<file path="config.mk">
export PLATFORM = sky130hd
export DESIGN_NAME = uart_tx_arbiter
export DESIGN_NICKNAME = d
export VERILOG_FILES = /design/src/rtl/uart_tx_arbiter.sv
export SDC_FILE = /design/constraint.sdc
export NUM_CORES = 1
export LEC_CHECK = 0
export ABC_AREA = 1
export ABC_CLOCK_PERIOD_IN_PS = 3000
export CORE_MARGIN = 8
export CORE_UTILIZATION = 40
export CTS_CLUSTER_DIAMETER = 100
export DETAILED_ROUTE_END_ITERATION = 8
export PLACE_DENSITY = 0.75
export SYNTH_ARGS = -nofsm -noshare
export SYNTH_HDL_FRONTEND = slang
export SYNTH_SLANG_ARGS = --single-unit
</file>
<file path="constraint.sdc">
create_clock -name sys_clk -period 3 [get_ports sys_clk]
set_input_delay 0.6 -clock sys_clk [delete_from_list [all_inputs] [get_ports sys_clk]]
set_output_delay 0.6 -clock sys_clk [all_outputs]
set_load 0.01 [all_outputs]
</file>
<file path="src/rtl/uart_tx_arbiter.sv">
// uart_tx_arbiter: round-robin, packet-locking arbiter sharing one uart_tx byte
//   transmitter among NUM_REQ byte requesters. Accept in T, tx_en in T+1; one
//   byte in flight, no buffering; requesters hold their byte until req_ready.
// Ports:
//   sys_clk/sys_rst            clock, synchronous active-high reset
//   req_valid/req_data/req_last per-requester byte offer (byte i at [8i+7:8i])
//   req_ready                  one-hot single-cycle accept pulse
//   tx_en/tx_data/tx_busy      start pulse, held byte and busy from uart_tx
//   grant_id/locked            last accepted requester, packet lock owned by it
//   start_err                  one-cycle pulse when tx_busy never rose after tx_en
module uart_tx_arbiter #(
    parameter int NUM_REQ       = 4,
    parameter int START_TIMEOUT = 4,
    localparam int IDW          = $clog2(NUM_REQ)
) (
    input  logic                 sys_clk,
    input  logic                 sys_rst,
    input  logic [NUM_REQ-1:0]   req_valid,
    input  logic [8*NUM_REQ-1:0] req_data,
    input  logic [NUM_REQ-1:0]   req_last,
    output logic [NUM_REQ-1:0]   req_ready,
    output logic                 tx_en,
    output logic [7:0]           tx_data,
    input  logic                 tx_busy,
    output logic [IDW-1:0]       grant_id,
    output logic                 locked,
    output logic                 start_err
);

    localparam int CNT_W = $clog2(START_TIMEOUT + 1);
    localparam logic [CNT_W-1:0] TO_LAST = CNT_W'(START_TIMEOUT - 1);

    typedef enum logic [1:0] {
        IDLE,
        SEND,
        WAIT_START,
        WAIT_DONE
    } state_t;

    state_t           state, state_nxt;
    // Round-robin pointer is kept apart from grant_id because the two reset
    // to different values: the pointer starts at NUM_REQ-1 so requester 0
    // is scanned first, while grant_id reports 0 out of reset.
    logic [IDW-1:0]   ptr;
    logic [IDW-1:0]   win_idx;
    logic [IDW-1:0]   scan_sel;
    logic             win_found;
    logic             accept;
    logic             timeout;
    logic [CNT_W-1:0] cnt;

    // Winner selection: the lock owner alone when locked, otherwise the
    // first valid requester after the pointer, wrapping modulo NUM_REQ.
    always_comb begin
        win_found = 1'b0;
        win_idx   = '0;
        scan_sel  = '0;
        if (locked) begin
            win_found = req_valid[grant_id];
            win_idx   = grant_id;
        end else begin
            for (int k = 1; k <= NUM_REQ; k++) begin
                scan_sel = IDW'((int'(ptr) + k) % NUM_REQ);
                if (!win_found && req_valid[scan_sel]) begin
                    win_found = 1'b1;
                    win_idx   = scan_sel;
                end
            end
        end
    end

    // Reset gating keeps requesters from seeing an accept that the state
    // registers are about to discard.
    assign accept  = (state == IDLE) && !tx_busy && win_found && !sys_rst;
    assign timeout = (state == WAIT_START) && !tx_busy && (cnt == TO_LAST);

    always_comb begin
        state_nxt = state;
        req_ready = '0;
        tx_en     = 1'b0;
        case (state)
            IDLE: begin
                if (accept) begin
                    state_nxt = SEND;
                    req_ready = NUM_REQ'(1) << win_idx;
                end
            end
            SEND: begin
                tx_en     = !sys_rst;
                state_nxt = WAIT_START;
            end
            WAIT_START: begin
                if (tx_busy) begin
                    state_nxt = WAIT_DONE;
                end else if (timeout) begin
                    state_nxt = IDLE;
                end
            end
            WAIT_DONE: begin
                if (!tx_busy) begin
                    state_nxt = IDLE;
                end
            end
            default: state_nxt = IDLE;
        endcase
    end

    always_ff @(posedge sys_clk) begin
        if (sys_rst) begin
            state     <= IDLE;
            cnt       <= '0;
            tx_data   <= 8'h00;
            grant_id  <= '0;
            locked    <= 1'b0;
            ptr       <= IDW'(NUM_REQ - 1);
            start_err <= 1'b0;
        end else begin
            state     <= state_nxt;
            start_err <= timeout;
            if (accept) begin
                tx_data  <= req_data[8*win_idx +: 8];
                grant_id <= win_idx;
                ptr      <= win_idx;
                locked   <= ~req_last[win_idx];
            end
            if (state == SEND) begin
                cnt <= '0;
            end else if ((state == WAIT_START) && !tx_busy) begin
                cnt <= cnt + CNT_W'(1);
            end
            // A transmitter that never starts would otherwise pin the lock
            // on its owner forever; drop it but keep the pointer.
            if (timeout) begin
                locked <= 1'b0;
            end
        end
    end

endmodule

</file>
### Word-level counts from Yosys, hierarchy flattened

Cells that the tools add are included.

| storage, ports and cells | value |
|---|---|
| bits in registers | 19 |
| word-level logic and storage cells | 78 |
| output and inout port bits | 17 |
| input bits | 43 |

| operators by class | value |
|---|---|
| bitwise operators | 1 |
| equality and inequality tests | 7 |
| add/subtract/negate cells | 5 |
| $lt $le $gt $ge | 6 |
| muxes and demuxes | 33 |
| reductions and logical operators | 17 |
| shift-type cells | 2 |

Operator list:

| kind | number |
|---|---|
| $shiftx 32x6->8 | 1 |
| $lt 2x3->1 const B | 6 |
| $mux 2 | 9 |
| $mux 1 | 15 |
| $bmux 1 s2 | 6 |
| $logic_and 1x1->1 | 8 |
| $mux 4 | 2 |
| $pmux 2 s4 | 1 |
| $logic_not 1->1 | 5 |
| $add 2x1->2 const B | 2 |
| $add 2x2->2 const B | 2 |
| $eq 2x2->1 const B | 2 |
| $ne 2x2->1 const B | 2 |
| $reduce_or 2->1 | 2 |
| $shl 1x2->4 const A | 1 |
| $add 3x1->3 const B | 1 |
| $eq 3x2->1 const B | 1 |
| $ne 3x3->1 const B | 1 |
| $reduce_and 3->1 | 1 |
| $eq 2x1->1 const B | 1 |
| $logic_not 2->1 | 1 |
| $not 1->1 | 1 |

### Logic depth before layout (Yosys ltp)

Gate-level depths: netlist of run 1.

| logic depth | value |
|---|---|
| word-level depth | 21 |
| mapped depth | 17 |
| gate-level depth less buffers | 16 |

### Worst setup path after synthesis of run 1

No wires, ideal clock.

| timing path | value |
|---|---|
| path kind | input to output |
| start point | input req_valid[1] |
| end point | output req_ready[2] |
| path slack | 640 ps |
| buffers on the path | 1 |
| data required time | 2400 ps |
| cell stages on the path | 12 |
| data arrival time | 1760 ps |
| path through | inv_1 -> nand2_1 -> nand3_1 -> nand2_1 -> nor2_4 -> nand3_2 -> nand2_2 -> inv_2 -> nand2_2 -> inv_1 -> buf_2 -> nor3_1 |

| on the way | value |
|---|---|
| cells in the longest elaborated chain, start to end | 20 |
| elaborated cells between the ends (all ways) | 34 |
| those cells by class | 1 x shift; 25 x mux; 8 x reduce/logical |

Ends and longest elaborated chain:

| element | line | source |
|---|---|---|
| start, declared | 18 | `input logic [NUM_REQ-1:0] req_valid,` |
| $bmux 1 s2 | 64 | `if (!win_found && req_valid[scan_sel]) begin` |
| $mux 1 (not written as such) | 64 |  |
| $mux 1 | 64 |  |
| $mux 1 | 58 | `if (locked) begin` |
| $logic_not 1->1 | 64 |  |
| $logic_and 1x1->1 | 64 |  |
| $mux 1 | 64 |  |
| $mux 1 | 58 |  |
| (+3 left out) | - |  |
| $mux 1 | 58 |  |
| $logic_not 1->1 | 64 |  |
| $logic_and 1x1->1 | 64 |  |
| $mux 1 | 64 |  |
| $mux 1 | 58 |  |
| $logic_and 1x1->1 (2 in series) | 74 | `assign accept = (state == IDLE) && !tx_busy && win_found && !sys_rst;` |
| $mux 4 * | 83 | `if (accept) begin` |
| $mux 4 * | 81 | `case (state)` |
| end, declared | 21 | `output logic [NUM_REQ-1:0] req_ready,` |

Every way passes the cells marked *; elsewhere a longest branch is shown, timed or not. The select of a mux whose other input is x is not followed.

### Worst setup path in the final report of run 1

| timing path | value |
|---|---|
| start point | input req_valid[0] |
| end point | output req_ready[2] |

The elaborated chain is that of the path after synthesis.

==> flow_metrics.env, run 1 <==
export IMPL_outcome="complete, no violations"
export IMPL_cap_viol_max_count=0
export IMPL_path_buf_inv=4
export IMPL_crit_chain="clkdlybuf4s50_1 > nand2_1 > nand2_2 > nand2_2 > nand2_2 > nor2_4 > nand3_2 > nand2_2 > inv_2 > nand2_4 > inv_1 > nor3_1 > buf_2"
export IMPL_num_antenna_cells=0
export IMPL_period_share_pct=94.63
export IMPL_grt_pass1_wl_um=7355
export IMPL_path_delay_family="simple AND/OR/NAND/NOR gates"
export IMPL_synth_area_leaders="dfxtp_1 (25%), nand2_1 (21%), nor2_1 (7.3%)"
export IMPL_leakage_uw=0.001105
export IMPL_cp_end_kind="output pin"
export IMPL_final_nets=374
export IMPL_setup_tns_ns=0
export IMPL_syn_num_nets=296
export IMPL_min_path_type="flip-flop to flip-flop"
export IMPL_rsz0062_at_grt="true"
export IMPL_avgRoutedWirePerCell_um=11.69
export IMPL_cts_sinks=19
export IMPL_vias=1749
export IMPL_slew_viol_final=0
export IMPL_layout_commonest_cell="nand2_1"
export IMPL_area_growth_pct=51.92
export IMPL_die_area_um2=5962
export IMPL_num_fill_cells=374
export IMPL_pre_cts_slack_ns=-0.2991
export IMPL_clk_path_buf_depth=2
export IMPL_die_w_um=77.22
export IMPL_grt_max_degree=13
export IMPL_setup_slack_ns=0.1610
export IMPL_hold_viol=0
export IMPL_r2r_setup_slack_ns=0.76
export IMPL_synth_top_area_cell="dfxtp_1"
export IMPL_cts_tree="yes"
export IMPL_dpl_cell_count=372
export IMPL_crit_fanout=6
export IMPL_synth_ff_latch_count=19
export IMPL_timing_fmax_mhz=352.2
export IMPL_syn_inst=251
export IMPL_crit_start="req_valid[0]"
export IMPL_peakVddDrop_mv=0.5066
export IMPL_ant_nets=0
export IMPL_fin_crit_ns=2.839
export IMPL_worst_ep_arrival_time_ns=2.24
export IMPL_pin_count=60
export IMPL_portBuffers=59
export IMPL_timing_rr_end="tx_data[6]"
export IMPL_ctsRootBufferMaster="clkbuf_8"
export IMPL_drc=0
export IMPL_viasPerCell=4.652
export IMPL_crit_path_start_kind="input port"
export IMPL_path_depth=13
export IMPL_max_stage_delay_ns=0.44
export IMPL_start_util_pct=41.25
export IMPL_clk_pin_slew_ns=0.07
export IMPL_r2r_start="ptr[1]"
export IMPL_grt_pass1_vias=1666
export IMPL_crit_end="req_ready[2]"
export IMPL_path_common_cell="nand2_2"
export IMPL_crit_type="input port to output pin"
export IMPL_setup_violations=0
export IMPL_drive_gt1_share_pct=18.90
export IMPL_hold_ws_ns=0.5267
export IMPL_layout_common_cells="nand2_1 (84), clkdlybuf4s50_1 (54), nor2_1 (29)"
export IMPL_ys_types=27
export IMPL_tightest_slew_ns=0.3212
export IMPL_finalInstanceArea_um2=2277
export IMPL_syn_area_per_cell_um2=5.972
export IMPL_cp_required_ns=2.40
export IMPL_numCtsBuffers=3
export IMPL_finalClockSkew_ns=0.006227
export IMPL_grt_overflow=0
export IMPL_placed_cell_area_um2=2241
export IMPL_power_density_nw_per_um2=844.2
export IMPL_grt_antenna_before_repair=0
export IMPL_synth_area_um2=1499
export IMPL_critPathSlowestCell="clkdlybuf4s50_1"
export IMPL_die_height_um=77.22
export IMPL_yosys_warnings=0
export IMPL_slew_headroom_pct=78.45
export IMPL_synth_top_area_share_pct=25.38
export IMPL_drt_iter0_drc=76
export IMPL_place_congestion=0.8088
export IMPL_postCtsSetupRepairBufs=0
export IMPL_dp_hpwl_um=3628
export IMPL_core_area_um2=3633
export IMPL_seq_area_frac_synth_pct=25.38
export IMPL_fin_cells=376
export IMPL_r2r_cells=14
export IMPL_clock_latency_ns=0.26
export IMPL_dr_pass1_iters=4
export IMPL_htree_levels=1
export IMPL_cts_hold_buffers_added=0
export IMPL_rows=22
export IMPL_wl_um=4397
export IMPL_track_usage_pct=14.38
==> registers in the layout, summed over array words and instances (netlist names) <==
register,cells
ptr,2
start_err,1
locked,1
state,2
cnt,3
tx_data,8
grant_id,2
==> what timing repair did <==
item,CTS,global route
setup endpoints to repair,4,4
gates cloned,0,0
pin swaps,0,1
gates resized for setup,7,12
==> layout make-up <==
type                       count  area [µm²]  area share (%)
tap                           48       60.06           2.637
sequential                    19       380.4           16.70
clock inverter                 1       5.005          0.2198
clock buffer                   3       41.29           1.813
inverter                      31       116.4           5.110
multi-input combinational    194       943.4           41.43
timing repair buffer          80       730.7           32.09
==> worst min-delay path by stage <==
stage            from      to  slack, ns  depth (start not counted)
3_3_place_gp   cnt[1]  cnt[1]       0.50                          2
6_report       cnt[1]  cnt[1]       0.53                          2
2_1_floorplan  cnt[1]  cnt[1]       0.48                          2
4_1_cts        cnt[1]  cnt[1]       0.53                          2
5_1_grt        cnt[2]  cnt[2]       0.56                          2
3_5_place_dp   cnt[1]  cnt[1]       0.52                          2
==> power breakdown <==
part           total, µW  switching (µW)  internal, µW
sequential           383            60.8           322
clock                182            89.2          92.3
combinational       1360             746           613
total               1920             896          1030
==> logic make-up after synthesis <==
kind of cell,after synthesis,synth area share [%]
and+or+nand+nor,153,44.74
AOI/OAI and AO/OA,38,15.44
buffers and inverters,38,12.19
DFF,19,25.38
adders and majority gates,2,1.669
xor gates and xnor gates,1,0.5844
==> Yosys cell counts <==
cell type   n
xnor2_1     1
nand2_1    85
ha_1        2
clkinv_1    1
nand3b_1    1
buf_12      1
or2_2       5
o21ai_0    14
o21ai_2     6
a31oi_1     2
clkbuf_1    1
buf_2       1
dfxtp_1    19
nor3_1      3
inv_2       3
a21oi_4     1
inv_1      27
a211oi_1    1
nand3_2     2
a21oi_1    13
buf_6       2
o211ai_1    1
buf_4       2
nand2_2    13
nand3_1    13
nor2_4      2
nor2_1     29
==> worst reg2reg max path, cell delays in order (launching register included) <==
cell	delay, ns
dfxtp_1	0.47
inv_2	0.12
nand2_1	0.07
nand2_1	0.08
nand2_1	0.08
nand2_2	0.07
nor2_4	0.15
nand3_2	0.09
nand2_1	0.20
buf_4	0.18
clkinv_1	0.27
nor2_1	0.19
nor2_1	0.06
nand2_1	0.06
a21oi_1	0.03
==> layer usage <==
metal  global-route usage (%)  up-vias  part of all wire [%]
li1                         -      936                     -
met1                    15.27      769                    41
met2                    26.71       42                    51
met3                    4.779        2                   7.7
met4                    2.830        0                  0.20
met5                        0        -                     0
==> stage by stage <==
step / power [µW] / util, %
final: 1922 / 62.67
after global routing: 2110 / 62.67
after CTS: 1927 / 62.88
after detailed placement: 1748 / 61.67
after global placement: 1728 / 61.67
after floorplan: 1308 / -
Power figures use the tool's default switching activity.
==> run 2: changes to the inputs <==
--- a/config.mk
+++ b/config.mk
@@ -11,6 +11,7 @@
 export CORE_UTILIZATION = 40
 export CTS_CLUSTER_DIAMETER = 100
 export DETAILED_ROUTE_END_ITERATION = 8
+export GPL_TIMING_DRIVEN = 1
 export PLACE_DENSITY = 0.75
 export SYNTH_ARGS = -nofsm -noshare
 export SYNTH_HDL_FRONTEND = slang
==> results of run 2 <==
Final layout, timing and power as in run 1 (identical DEF).
==> run 3: changes to the inputs <==
--- a/config.mk
+++ b/config.mk
@@ -6,7 +6,7 @@
 export NUM_CORES = 1
 export LEC_CHECK = 0
 export ABC_AREA = 1
-export ABC_CLOCK_PERIOD_IN_PS = 3000
+export ABC_CLOCK_PERIOD_IN_PS = 2700
 export CORE_MARGIN = 8
 export CORE_UTILIZATION = 40
 export CTS_CLUSTER_DIAMETER = 100
==> constraint.sdc (replaced) <==
create_clock -name sys_clk -period 2.7 [get_ports sys_clk]
set_input_delay 0.54 -clock sys_clk [delete_from_list [all_inputs] [get_ports sys_clk]]
set_output_delay 0.54 -clock sys_clk [all_outputs]
set_load 0.01 [all_outputs]
==> run 3 against run 2 <==
Against the previous run: global-route usage rose by 0.75 points; flip-flop and latch count did not move; non-clock buffer count rose by 4; clock power rose by 9%; final cell count rose by 1.1%; count of clock-buffer cells in the layout did not move; via count rose by 0.86%; routed wire length rose by 2.6%; setup slack improved by 0.015 ns; highest routed layer unchanged.
==> flow_metrics.env, run 3 (synthesis results as in run 1) <==
export IMPL_utilization_pct=63.64
export IMPL_start_util_pct=41.25
export IMPL_num_fill_cells=371
export IMPL_multi_input_area_um2=950.9
export IMPL_p_clk_share_pct=9.0
export IMPL_place_congestion=0.8800
export IMPL_clock_latency_ns=0.25
export IMPL_viasPerCell=4.642
export IMPL_grt_max_degree=13
export IMPL_grt_pass1_vias=1718
export IMPL_vias=1764
export IMPL_die_w_um=77.22
export IMPL_grt_overflow=0
export IMPL_ant_nets=0
export IMPL_num_antenna_cells=0
export IMPL_period_share_pct=93.49
export IMPL_leakage_uw=0.001127
export IMPL_cap_viol_max_count=0
export IMPL_power_density_nw_per_um2=951.8
export IMPL_area_growth_pct=54.26
export IMPL_reg_top3="tx_data (8), cnt (3)"
export IMPL_slew_headroom_pct=79.62
export IMPL_layout_common_cells="nand2_1 (82), clkdlybuf4s50_1 (51), nor2_1 (28)"
export IMPL_regMostFlops="tx_data"
export IMPL_hold_viol=0
export IMPL_core_area_um2=3633
export IMPL_fin_crit_ns=2.524
export IMPL_track_usage_pct=15.13
export IMPL_crit_path_start_kind="input port"
export IMPL_cts_tree="yes"
export IMPL_intPower_uw=1189
export IMPL_die_area_um2=5962
export IMPL_final_nets=378
export IMPL_crit_fanout=3
export IMPL_final_seq_area_um2=381.6
export IMPL_numCtsBuffers=3
export IMPL_wl_um=4512
export IMPL_cp_required_ns=2.16
export IMPL_largest_reg_flops=8
export IMPL_drive_gt1_share_pct=21.69
export IMPL_power_share_combinational_pct=71.8
export IMPL_pre_cts_slack_ns=-0.4729
export IMPL_worst_ep_arrival_time_ns=1.98
export IMPL_min_path_type="flip-flop to flip-flop"
export IMPL_htree_levels=1
export IMPL_grt_antenna_before_repair=0
export IMPL_timing_fmax_mhz=396.2
export IMPL_swShare_pct=45.96
export IMPL_pin_count=60
export IMPL_setup_violations=0
export IMPL_clk_path_buf_depth=2
export IMPL_finalInstanceArea_um2=2312
export IMPL_outcome="complete, no violations"
export IMPL_cts_sinks=19
export IMPL_die_height_um=77.22
export IMPL_grt_pass1_wl_um=7624
export IMPL_cp_end_kind="output pin"
export IMPL_placed_cell_area_um2=2248
export IMPL_setup_tns_ns=0
export IMPL_setup_slack_ns=0.1758
export IMPL_finalClockSkew_ns=0.001291
export IMPL_tightest_slew_ns=0.3037
export IMPL_clk_pin_slew_ns=0.07
export IMPL_slew_viol_final=0
export IMPL_cts_hold_buffers_added=0
export IMPL_switching_power_uw=1011
export IMPL_dp_hpwl_um=3678
export IMPL_peakVddDrop_mv=0.4704
export IMPL_p_seq_share_pct=19.3
export IMPL_layout_commonest_cell="nand2_1"
export IMPL_portBuffers=59
export IMPL_crit_type="input port to output pin"
export IMPL_power_total_uw=2201
export IMPL_dr_pass1_iters=4
export IMPL_drc=0
export IMPL_ctsRootBufferMaster="clkbuf_8"
export IMPL_rsz0062_at_grt="false"
export IMPL_drt_iter0_drc=57
export IMPL_rows=22
export IMPL_avgRoutedWirePerCell_um=11.87
run 3: power groups by stage:
| stage | registers, µW | logic (µW) | clock network, µW |
|---|---|---|---|
| after floorplan | 439 | 1010 | 0 |
| after global placement | 426 | 1490 | 0 |
| after global routing | 436 | 1770 | 217 |
| after CTS | 422 | 1510 | 208 |
| final | 424 | 1580 | 198 |
| after detailed placement | 429 | 1510 | 0 |
run 3: timing repair:
item                       in CTS  in global routing
buffers inserted                0                  3
setup endpoints to repair       4                  4
cloned                          0                  0
resized for setup              23                  7
pin swaps                       2                  5
run 3: routing by layer:
metal | track usage (%) | up-vias | part of all wire, %
met1 | 16.49 | 782 | 42
met5 | 0 | - | 0
met3 | 4.545 | 2 | 6.0
met4 | 3.396 | 0 | 0.44
li1 | - | 944 | -
met2 | 27.72 | 36 | 51
run 3: path summary, 6_finish.rpt:
check	cells after the start	slack (ns)	start	endpoint
worst max register to register	15	0.51	ptr[0]	tx_data[4]
worst min-delay path	2	0.53	cnt[1]	cnt[1]
worst max-delay path	8	0.18	sys_rst	req_ready[2]
worst min register to register	2	0.53	cnt[1]	cnt[1]
run 3: per-stage QoR:
stage / instances / hold slack (ns)
6_report: 380 / 0.5270
5_1_grt: 380 / 0.5575
4_1_cts: 377 / 0.5353
3_5_place_dp: 373 / 0.5175
3_3_place_gp: 373 / 0.5023
2_1_floorplan: 251 / 0.4819
run 3: area by class of cell:
type	count	area share [%]
Clock buffer	3	1.786
Clock inverter	1	0.2164
Inverter	31	5.032
Multi-Input combinational cell	194	41.13
Sequential cell	19	16.50
Tap cell	48	2.597
Timing Repair Buffer	84	32.74
run 3: critical path, cell delays in order:
cell	delay, ns
clkdlybuf4s50_1	0.45
inv_1	0.09
nand3_1	0.09
a31oi_1	0.17
nand2_1	0.14
buf_4	0.17
nor3_1	0.16
buf_2	0.16
